==> config.mk <==
export PLATFORM = sky130hd
export DESIGN_NAME = exe_sched_flat
export DESIGN_NICKNAME = d
export VERILOG_FILES = /design/src/rtl/exe_sched_pkg.sv /design/src/rtl/exe_sched_if.sv /design/src/rtl/exe_sched_chk.sv /design/src/rtl/exe_sched_rs_age_matrix.sv /design/src/rtl/exe_sched.sv /design/src/flat_wrapper.sv
export SDC_FILE = /design/constraint.sdc
export NUM_CORES = 2
export LEC_CHECK = 0
export CORE_UTILIZATION = 35
export DETAILED_ROUTE_END_ITERATION = 8
export PLACE_DENSITY_LB_ADDON = 0.12
export SKIP_CTS_REPAIR_TIMING = 1
export SYNTH_ARGS = -nofsm -noshare
export SYNTH_HDL_FRONTEND = slang
export SYNTH_HIERARCHICAL = 1
export SYNTH_SLANG_ARGS = --single-unit
export TNS_END_PERCENT = 50
==> constraint.sdc <==
create_clock -name clk -period 4.45 [get_ports clk]
set_input_delay 0.89 -clock clk [delete_from_list [all_inputs] [get_ports clk]]
set_output_delay 0.89 -clock clk [all_outputs]
set_load 0.005 [all_outputs]
==> src/rtl/exe_sched_pkg.sv <==
// exe_sched_pkg -- shared types for the execution scheduler.
//   t_nuke_pkt      : pipeline flush request
//   t_prf_wr_pkt    : PRF writeback (pdst + 64-bit data)
//   t_iss_pkt       : uop handed to EXE at issue
//   t_rs_alloc_pkt  : uop presented by rename for allocation
//   t_rs_entry      : one scheduler entry (valid + stored uop)
//   RS_NUM_ENTRIES  : default scheduler depth
//   wake_hit()      : writeback-matches-waiting-source test
// Optional feature macro used elsewhere: SCHED_PERF_EN.
package exe_sched_pkg;

  localparam int RS_NUM_ENTRIES = 8;
  localparam int PREG_W         = 7;
  localparam int ROB_W          = 6;
  localparam int UINSTR_W       = 32;
  localparam int DATA_W         = 64;

  typedef struct packed {
    logic valid;
  } t_nuke_pkt;

  typedef struct packed {
    logic [PREG_W-1:0] pdst;
    logic [DATA_W-1:0] data;
  } t_prf_wr_pkt;

  typedef struct packed {
    logic [UINSTR_W-1:0] uinstr;
    logic [ROB_W-1:0]    robid;
    logic [PREG_W-1:0]   pdst;
    logic [DATA_W-1:0]   src1_val;
    logic [DATA_W-1:0]   src2_val;
  } t_iss_pkt;

  typedef struct packed {
    logic [UINSTR_W-1:0] uinstr;
    logic [ROB_W-1:0]    robid;
    logic [PREG_W-1:0]   pdst;
    logic [PREG_W-1:0]   psrc1;
    logic [PREG_W-1:0]   psrc2;
    logic                src1_rdy;
    logic                src2_rdy;
    logic [DATA_W-1:0]   src1_val;
    logic [DATA_W-1:0]   src2_val;
  } t_rs_alloc_pkt;

  typedef struct packed {
    logic          valid;
    t_rs_alloc_pkt uop;
  } t_rs_entry;

  // A writeback wakes a source only if that source is still waiting on the same preg.
  function automatic logic wake_hit(input logic              wr_en,
                                    input logic [PREG_W-1:0] wr_pdst,
                                    input logic [PREG_W-1:0] psrc,
                                    input logic              rdy);
    return wr_en & ~rdy & (wr_pdst == psrc);
  endfunction

endpackage

==> src/rtl/exe_sched_if.sv <==
// exe_sched_if -- rename/PRF/EXE-facing bus of the scheduler.
//   nuke_rb1, alloc_valid, alloc_pkt, iprf_wr_en_ex1, iprf_wr_pkt_ex1 : into scheduler
//   alloc_ready, iss_ex0, iss_pkt_ex0, occupancy                      : out of scheduler
// slave modport = scheduler side, master modport = environment side.
interface exe_sched_if import exe_sched_pkg::*; #(
  parameter int NUM_ENTRIES = RS_NUM_ENTRIES
) ();

  t_nuke_pkt                       nuke_rb1;
  logic                            alloc_valid;
  t_rs_alloc_pkt                   alloc_pkt;
  logic                            alloc_ready;
  logic                            iprf_wr_en_ex1;
  t_prf_wr_pkt                     iprf_wr_pkt_ex1;
  logic                            iss_ex0;
  t_iss_pkt                        iss_pkt_ex0;
  logic [$clog2(NUM_ENTRIES):0]    occupancy;

  modport slave (
    input  nuke_rb1, alloc_valid, alloc_pkt, iprf_wr_en_ex1, iprf_wr_pkt_ex1,
    output alloc_ready, iss_ex0, iss_pkt_ex0, occupancy
  );

  modport master (
    output nuke_rb1, alloc_valid, alloc_pkt, iprf_wr_en_ex1, iprf_wr_pkt_ex1,
    input  alloc_ready, iss_ex0, iss_pkt_ex0, occupancy
  );

endinterface

==> src/rtl/exe_sched_chk.sv <==
// exe_sched_chk -- protocol/invariant assertions for exe_sched.
//   alloc_valid/alloc_ready/nuke_valid : allocation handshake
//   valid_vec, grant_vec, robid_vec    : entry state and select result
module exe_sched_chk import exe_sched_pkg::*; #(
  parameter int N = RS_NUM_ENTRIES
) (
  input logic             clk,
  input logic             reset,
  input logic             alloc_valid,
  input logic             alloc_ready,
  input logic             nuke_valid,
  input logic [N-1:0]     valid_vec,
  input logic [N-1:0]     grant_vec,
  input logic [ROB_W-1:0] robid_vec [N]
);

  logic dup_robid_s;

  // Flags any pair of live entries carrying the same ROB id.
  always_comb begin
    dup_robid_s = 1'b0;
    for (int i = 0; i < N; i++) begin
      for (int j = i + 1; j < N; j++) begin
        dup_robid_s = dup_robid_s | (valid_vec[i] & valid_vec[j] & (robid_vec[i] == robid_vec[j]));
      end
    end
  end

  a_alloc_when_full: assert property (@(posedge clk) disable iff (!reset)
    !(alloc_valid && !alloc_ready && !nuke_valid));

  a_one_select: assert property (@(posedge clk) disable iff (!reset)
    $onehot0(grant_vec));

  a_unique_robid: assert property (@(posedge clk) disable iff (!reset)
    !dup_robid_s);

endmodule

==> src/rtl/exe_sched_rs_age_matrix.sv <==
// rs_age_matrix -- NxN relative-age tracker for the scheduler entries.
//   clk, reset    : clock, async active-low reset
//   alloc_oh      : one-hot entry being allocated this cycle (zero if none)
//   dealloc_vec   : entries leaving this cycle
//   flush         : drop all age relations
//   valid_vec     : entries currently valid
//   req_vec       : candidates for selection
//   oldest_oh     : one-hot oldest candidate (zero if no candidate)
// older_r[i][j] = 1 means entry j was allocated before entry i and is still live.
module rs_age_matrix #(
  parameter int N = 8
) (
  input  logic         clk,
  input  logic         reset,
  input  logic [N-1:0] alloc_oh,
  input  logic [N-1:0] dealloc_vec,
  input  logic         flush,
  input  logic [N-1:0] valid_vec,
  input  logic [N-1:0] req_vec,
  output logic [N-1:0] oldest_oh
);

  logic [N-1:0] older_r [N];

  // Row set on allocation; a leaving entry's column is cleared so it stops blocking others.
  always_ff @(posedge clk or negedge reset) begin
    if (!reset) begin
      for (int i = 0; i < N; i++) older_r[i] <= {N{1'b0}};
    end else if (flush) begin
      for (int i = 0; i < N; i++) older_r[i] <= {N{1'b0}};
    end else begin
      for (int i = 0; i < N; i++) begin
        if (alloc_oh[i]) older_r[i] <= valid_vec & ~dealloc_vec;
        else             older_r[i] <= older_r[i] & ~dealloc_vec;
      end
    end
  end

  // A requester wins when no older live entry is also requesting.
  always_comb begin
    oldest_oh = {N{1'b0}};
    for (int i = 0; i < N; i++) begin
      oldest_oh[i] = req_vec[i] & ~(|(older_r[i] & req_vec));
    end
  end

endmodule

==> src/rtl/exe_sched.sv <==
// exe_sched -- single-issue out-of-order reservation station.
//   clk, reset : clock, async active-low reset
//   bus        : exe_sched_if.slave (alloc, PRF writeback wakeup, nuke, issue, occupancy)
//   perf_issue_cnt, perf_full_cnt : present only with SCHED_PERF_EN defined
// Allocation goes to the lowest free index; issue picks the oldest ready entry
// via rs_age_matrix, so index order and age order are independent.
module exe_sched import exe_sched_pkg::*; #(
  parameter int NUM_ENTRIES = RS_NUM_ENTRIES
) (
  input  logic        clk,
  input  logic        reset,
  exe_sched_if.slave  bus
`ifdef SCHED_PERF_EN
  ,
  output logic [31:0] perf_issue_cnt,
  output logic [31:0] perf_full_cnt
`endif
);

  localparam int CNT_W = $clog2(NUM_ENTRIES) + 1;

  t_rs_entry            entries_r [NUM_ENTRIES];
  logic [NUM_ENTRIES-1:0] valid_s;
  logic [NUM_ENTRIES-1:0] ready_s;
  logic [NUM_ENTRIES-1:0] free_oh_s;
  logic [NUM_ENTRIES-1:0] grant_s;
  logic [NUM_ENTRIES-1:0] dealloc_s;
  logic [NUM_ENTRIES-1:0] alloc_oh_s;
  logic [ROB_W-1:0]     robid_s [NUM_ENTRIES];
  logic                 free_seen_s;
  logic                 alloc_ready_s;
  logic                 alloc_fire_s;
  logic                 iss_s;
  t_rs_alloc_pkt        alloc_uop_s;
  t_iss_pkt             iss_pkt_s;
  t_iss_pkt             cand_s;
  logic [CNT_W-1:0]     occ_s;

  // Per-entry status vectors.
  always_comb begin
    valid_s = {NUM_ENTRIES{1'b0}};
    ready_s = {NUM_ENTRIES{1'b0}};
    for (int i = 0; i < NUM_ENTRIES; i++) begin
      valid_s[i] = entries_r[i].valid;
      ready_s[i] = entries_r[i].valid & entries_r[i].uop.src1_rdy & entries_r[i].uop.src2_rdy;
      robid_s[i] = entries_r[i].uop.robid;
    end
  end

  // Lowest-index free slot; a slot freed by this cycle's issue is not reused this cycle.
  always_comb begin
    free_oh_s   = {NUM_ENTRIES{1'b0}};
    free_seen_s = 1'b0;
    for (int i = 0; i < NUM_ENTRIES; i++) begin
      free_oh_s[i] = ~valid_s[i] & ~free_seen_s;
      free_seen_s  = free_seen_s | ~valid_s[i];
    end
  end

  assign alloc_ready_s = ~(&valid_s);
  assign alloc_fire_s  = bus.alloc_valid & alloc_ready_s & ~bus.nuke_rb1.valid;
  assign alloc_oh_s    = alloc_fire_s ? free_oh_s : {NUM_ENTRIES{1'b0}};

  // Same-cycle writeback bypass into the allocating uop.
  always_comb begin
    alloc_uop_s = bus.alloc_pkt;
    if (wake_hit(bus.iprf_wr_en_ex1, bus.iprf_wr_pkt_ex1.pdst, bus.alloc_pkt.psrc1, bus.alloc_pkt.src1_rdy)) begin
      alloc_uop_s.src1_rdy = 1'b1;
      alloc_uop_s.src1_val = bus.iprf_wr_pkt_ex1.data;
    end else begin
      alloc_uop_s.src1_rdy = bus.alloc_pkt.src1_rdy;
    end
    if (wake_hit(bus.iprf_wr_en_ex1, bus.iprf_wr_pkt_ex1.pdst, bus.alloc_pkt.psrc2, bus.alloc_pkt.src2_rdy)) begin
      alloc_uop_s.src2_rdy = 1'b1;
      alloc_uop_s.src2_val = bus.iprf_wr_pkt_ex1.data;
    end else begin
      alloc_uop_s.src2_rdy = bus.alloc_pkt.src2_rdy;
    end
  end

  rs_age_matrix #(.N(NUM_ENTRIES)) u_age (
    .clk         (clk),
    .reset       (reset),
    .alloc_oh    (alloc_oh_s),
    .dealloc_vec (dealloc_s),
    .flush       (bus.nuke_rb1.valid),
    .valid_vec   (valid_s),
    .req_vec     (ready_s),
    .oldest_oh   (grant_s)
  );

  // Issue select and one-hot AND-OR mux of the granted entry; all zeros when idle.
  always_comb begin
    iss_s     = (|ready_s) & ~bus.nuke_rb1.valid;
    dealloc_s = iss_s ? grant_s : {NUM_ENTRIES{1'b0}};
    iss_pkt_s = {$bits(t_iss_pkt){1'b0}};
    cand_s    = {$bits(t_iss_pkt){1'b0}};
    for (int i = 0; i < NUM_ENTRIES; i++) begin
      cand_s.uinstr   = entries_r[i].uop.uinstr;
      cand_s.robid    = entries_r[i].uop.robid;
      cand_s.pdst     = entries_r[i].uop.pdst;
      cand_s.src1_val = entries_r[i].uop.src1_val;
      cand_s.src2_val = entries_r[i].uop.src2_val;
      iss_pkt_s = iss_pkt_s | (cand_s & {$bits(t_iss_pkt){dealloc_s[i]}});
    end
  end

  // Popcount of valid bits.
  always_comb begin
    occ_s = {CNT_W{1'b0}};
    for (int i = 0; i < NUM_ENTRIES; i++) begin
      occ_s = occ_s + {{(CNT_W-1){1'b0}}, valid_s[i]};
    end
  end

  // Entry state: nuke beats alloc beats issue beats wakeup.
  always_ff @(posedge clk or negedge reset) begin
    if (!reset) begin
      for (int i = 0; i < NUM_ENTRIES; i++) entries_r[i] <= {$bits(t_rs_entry){1'b0}};
    end else begin
      for (int i = 0; i < NUM_ENTRIES; i++) begin
        if (bus.nuke_rb1.valid) begin
          entries_r[i].valid <= 1'b0;
        end else if (alloc_oh_s[i]) begin
          entries_r[i].valid <= 1'b1;
          entries_r[i].uop   <= alloc_uop_s;
        end else if (dealloc_s[i]) begin
          entries_r[i].valid <= 1'b0;
        end else if (entries_r[i].valid) begin
          if (wake_hit(bus.iprf_wr_en_ex1, bus.iprf_wr_pkt_ex1.pdst,
                       entries_r[i].uop.psrc1, entries_r[i].uop.src1_rdy)) begin
            entries_r[i].uop.src1_rdy <= 1'b1;
            entries_r[i].uop.src1_val <= bus.iprf_wr_pkt_ex1.data;
          end
          if (wake_hit(bus.iprf_wr_en_ex1, bus.iprf_wr_pkt_ex1.pdst,
                       entries_r[i].uop.psrc2, entries_r[i].uop.src2_rdy)) begin
            entries_r[i].uop.src2_rdy <= 1'b1;
            entries_r[i].uop.src2_val <= bus.iprf_wr_pkt_ex1.data;
          end
        end
      end
    end
  end

  assign bus.alloc_ready = alloc_ready_s;
  assign bus.iss_ex0     = iss_s;
  assign bus.iss_pkt_ex0 = iss_pkt_s;
  assign bus.occupancy   = occ_s;

`ifdef SCHED_PERF_EN
  logic [31:0] perf_issue_cnt_r;
  logic [31:0] perf_full_cnt_r;

  // Free-running event counters; they wrap at 32 bits.
  always_ff @(posedge clk or negedge reset) begin
    if (!reset) begin
      perf_issue_cnt_r <= 32'd0;
      perf_full_cnt_r  <= 32'd0;
    end else begin
      if (iss_s) perf_issue_cnt_r <= perf_issue_cnt_r + 32'd1;
      if (bus.alloc_valid && !alloc_ready_s) perf_full_cnt_r <= perf_full_cnt_r + 32'd1;
    end
  end

  assign perf_issue_cnt = perf_issue_cnt_r;
  assign perf_full_cnt  = perf_full_cnt_r;
`endif

  exe_sched_chk #(.N(NUM_ENTRIES)) u_chk (
    .clk         (clk),
    .reset       (reset),
    .alloc_valid (bus.alloc_valid),
    .alloc_ready (alloc_ready_s),
    .nuke_valid  (bus.nuke_rb1.valid),
    .valid_vec   (valid_s),
    .grant_vec   (grant_s),
    .robid_vec   (robid_s)
  );

endmodule

==> src/flat_wrapper.sv <==
// flat-port wrapper written by rule: the top's interface ports become plain ports
module exe_sched_flat import exe_sched_pkg::*;
#(
  parameter int NUM_ENTRIES = RS_NUM_ENTRIES
)
  (clk, reset, bus_nuke_rb1, bus_alloc_valid, bus_alloc_pkt, bus_iprf_wr_en_ex1, bus_iprf_wr_pkt_ex1, bus_alloc_ready, bus_iss_ex0, bus_iss_pkt_ex0, bus_occupancy);
  exe_sched_if #(.NUM_ENTRIES(NUM_ENTRIES)) bus_i ();
  input  logic clk;
  input  logic reset;
  input wire logic [$bits(bus_i.nuke_rb1)-1:0] bus_nuke_rb1;
  input wire logic [$bits(bus_i.alloc_valid)-1:0] bus_alloc_valid;
  input wire logic [$bits(bus_i.alloc_pkt)-1:0] bus_alloc_pkt;
  input wire logic [$bits(bus_i.iprf_wr_en_ex1)-1:0] bus_iprf_wr_en_ex1;
  input wire logic [$bits(bus_i.iprf_wr_pkt_ex1)-1:0] bus_iprf_wr_pkt_ex1;
  output wire logic [$bits(bus_i.alloc_ready)-1:0] bus_alloc_ready;
  output wire logic [$bits(bus_i.iss_ex0)-1:0] bus_iss_ex0;
  output wire logic [$bits(bus_i.iss_pkt_ex0)-1:0] bus_iss_pkt_ex0;
  output wire logic [$bits(bus_i.occupancy)-1:0] bus_occupancy;
  assign bus_i.nuke_rb1 = bus_nuke_rb1;
  assign bus_i.alloc_valid = bus_alloc_valid;
  assign bus_i.alloc_pkt = bus_alloc_pkt;
  assign bus_i.iprf_wr_en_ex1 = bus_iprf_wr_en_ex1;
  assign bus_i.iprf_wr_pkt_ex1 = bus_iprf_wr_pkt_ex1;
  assign bus_alloc_ready = bus_i.alloc_ready;
  assign bus_iss_ex0 = bus_i.iss_ex0;
  assign bus_iss_pkt_ex0 = bus_i.iss_pkt_ex0;
  assign bus_occupancy = bus_i.occupancy;
  exe_sched #(.NUM_ENTRIES(NUM_ENTRIES)) u_core (.clk(clk), .reset(reset), .bus(bus_i));
endmodule
==> results.tsv <==
metric	value	unit
Worst Setup SP	u_core/entries_r[379]	
violated checks	negative setup slack	
Yosys warning count	6	
Setup Viol. Count Final	27	
Max Freq	209	MHz
DP Worst Slack	-0.0847	ns
unrepaired setup endpoints after global routing	true	
post-route cell area	99500	µm²
Routed Antenna Nets	0	
Hold Startpoint	u_core/entries_r[1482]	
Tcrit/Tclk final	1.07	
Ports	444	
Total Die Area	231000	µm²
# DRC	0	
Reg2Reg Setup Slack	1.18	ns
Fillers	20800	
Seq/Total Area, Yosys	0.495	
Hold EP	u_core/entries_r[1482]	
Clock Pin Slew Worst Setup and Hold Paths	0.06	ns
Reg2Reg Depth	12	
Final #Nets	7111	
outcome	complete, but fails checks	
GRT Total Usage	0.256	
Synth area leader	dfrtp_1	
final worst slack	-0.328	ns
nature of the critical path endpoint	output pin	
Post-DP HPWL	179	mm
Max-Cap Viols	0	
clock period minus worst slack	4.78	ns
Critical Path RT	3.56	ns
Worst Max-Slew Pin Slew	0.922	ns
Critical Path Start Type	flop	
clk sinks	1584	
reg2reg start	u_core/entries_r[379]	
syn nets	6562	
WL per Instance	30.8	µm
EDFF count, synth	0	
core area	227000	µm²
worst hold margin	0.475	ns
cell count after synthesis	6289	
CTS tree	built	
# port buffers	443	
Hold Path Depth	2	
Total Neg Setup Slack	-3.22	ns
Distinct cells, synth	55	
syn avg cell area	12.7	µm²
register bit count reported by yosys	1584	
Max IR drop VDD	0.322	mV
die height	480	µm
Max H-tree Level	4	
dominant synthesized flop cell	dfrtp_1	
PD cells	356	nW/µm²
drt via density	5.74	
CP Class	flop to output pin	
Max Fanout on Critical Path	11	
Synth Cell Area	80100	µm²
Post-DP Area	91300	µm²
total global routing overflow	0	
via total after detailed routing	57400	
DRT Wirelength	308	mm
Yosys top cell area share	0.495	
Worst Hold Class	flop to flop	
Final Hold Vio Count	0	
CTS buffer count	185	
Final Max Tran Viols	0	
Layout Skew	0.0687	ns
synth top area cells	dfrtp_1 49%, mux2_2 27%, a22oi_1 6.4%	
worst r2r dst	u_core/entries_r[995]	
Clock Tree Buf Depth	3	
commonest non-fill, non-tap cell in the layout	mux2_2	
largest net degree at the start of global routing	136	
initial antenna violation count	56	
Initial Util	0.352	
post-layout util	0.438	
row count	175	
TritonRoute pass-1 iters	6	
CP arrival	3.89	ns
root buf cell	clkbuf_16	
max_slew headroom	0.384	
Async SR Flop Fraction	1.00	
first-pass GRT wire length	435	mm
share of cells above drive strength 1	0.413	
drt first-iter violations	4211	
Clk Latency, worst-skew pair	0.85	ns
area grow syn2layout	24.2	%
Leak Pwr	0.0465	µW
most frequent cells in the layout	1911 x mux2_2, 1584 x dfrtp_1, 634 x a22oi_1, 325 x nand2_1, 280 x mux2_1	
GP Congestion	0.814	
vias in the first global route	59700	
Die X	480	µm
-- final cells by class --
| class | instances | area [µm²] | area share |
|---|---|---|---|
| multi-input cells | 4082 | 38300 | 0.385 |
| repair inverters | 3 | 42.5 | 0.000427 |
| well taps | 3009 | 3760 | 0.0378 |
| clock inverters | 33 | 430 | 0.00432 |
| repair buffers | 947 | 11700 | 0.118 |
| clock buffers | 283 | 5370 | 0.0539 |
| inverters | 35 | 210 | 0.00211 |
| flip-flops and latches | 1584 | 39600 | 0.398 |
| diodes | 15 | 37.5 | 0.000377 |
-- metrics by stage --
step	cells	total power, µW
after detailed placement	9538	20800
after global routing	9985	36900
final	9991	35500
after CTS	9854	35800
after floorplan	6289	19000
after global placement	9538	20600
-- synth_stat cells (3+ instances only) --
cell type / n
mux2_2: 1911
dfrtp_1: 1584
a22oi_1: 680
nand2_1: 336
mux2_1: 280
clkbuf_1: 275
nand4_1: 202
buf_2: 197
nor2_1: 156
a221o_1: 128
xnor2_1: 99
and3_1: 72
mux2i_1: 64
buf_1: 44
buf_4: 34
inv_1: 34
buf_6: 31
xor2_1: 28
a222oi_1: 21
a41oi_1: 12
nand4b_1: 9
a22oi_2: 8
or2_1: 8
clkbuf_2: 7
nor2b_1: 6
nor4_1: 6
a31o_2: 5
a21oi_1: 4
fa_1: 4
ha_1: 4
nand2b_1: 4
and2_1: 3
nor3_1: 3
nor3b_1: 3
nor4_4: 3
-- state kept, by name, indices dropped and copies added (netlist names) --
register and cells:
u_core/cand_s 173, u_core/entries_r 1347, u_core/u_age/older_r 64
-- worst max-delay path, cell delays in order (launching register included) --
cell	delay, ns
dfrtp_1	0.43
buf_12	0.15
and3_4	0.23
nor2_4	0.14
a41oi_4	0.13
buf_12	0.17
and2_4	0.19
buf_4	0.15
buf_12	0.15
buf_12	0.16
a222oi_1	0.33
nand4_1	0.27
clkdlybuf4s50_1	0.52
-- logic make-up after synthesis --
kind of cell | after synthesis | synth area share
mux | 2255 | 0.316
flops | 1584 | 0.495
compound gates | 869 | 0.0869
simple gates | 823 | 0.0502
buf+inv | 623 | 0.0369
xor+xnor | 127 | 0.0139
fa+ha+maj | 8 | 0.00162
-- routing by layer --
layer,wire [µm],global-route usage,part of all wire,vias up
met5,413,0,0.0013,-
met1,138000,0.351,0.45,30600
met3,16800,0.0454,0.055,455
met4,7350,0.0717,0.024,66
li1,-,-,-,24600
met2,145000,0.412,0.47,1654
-- worst max-delay path by stage --
| stage | cells past startpoint | end | slack [ns] |
|---|---|---|---|
| 2_1_floorplan | 9 | bus_occupancy[2] | 0.79 |
| 3_3_place_gp | 10 | bus_iss_pkt_ex0[70] | -0.07 |
| 3_5_place_dp | 9 | bus_iss_pkt_ex0[72] | -0.08 |
| 4_1_cts | 10 | bus_iss_pkt_ex0[72] | -0.79 |
| 5_1_grt | 10 | bus_occupancy[1] | -0.42 |
| 6_report | 12 | bus_iss_pkt_ex0[25] | -0.33 |
-- power breakdown --
part	total, µW	internal [µW]	switching, µW
sequential	16700	15900	813
clock	14900	8410	6460
combinational	3850	2000	1850
Power figures use the tool's default switching activity.
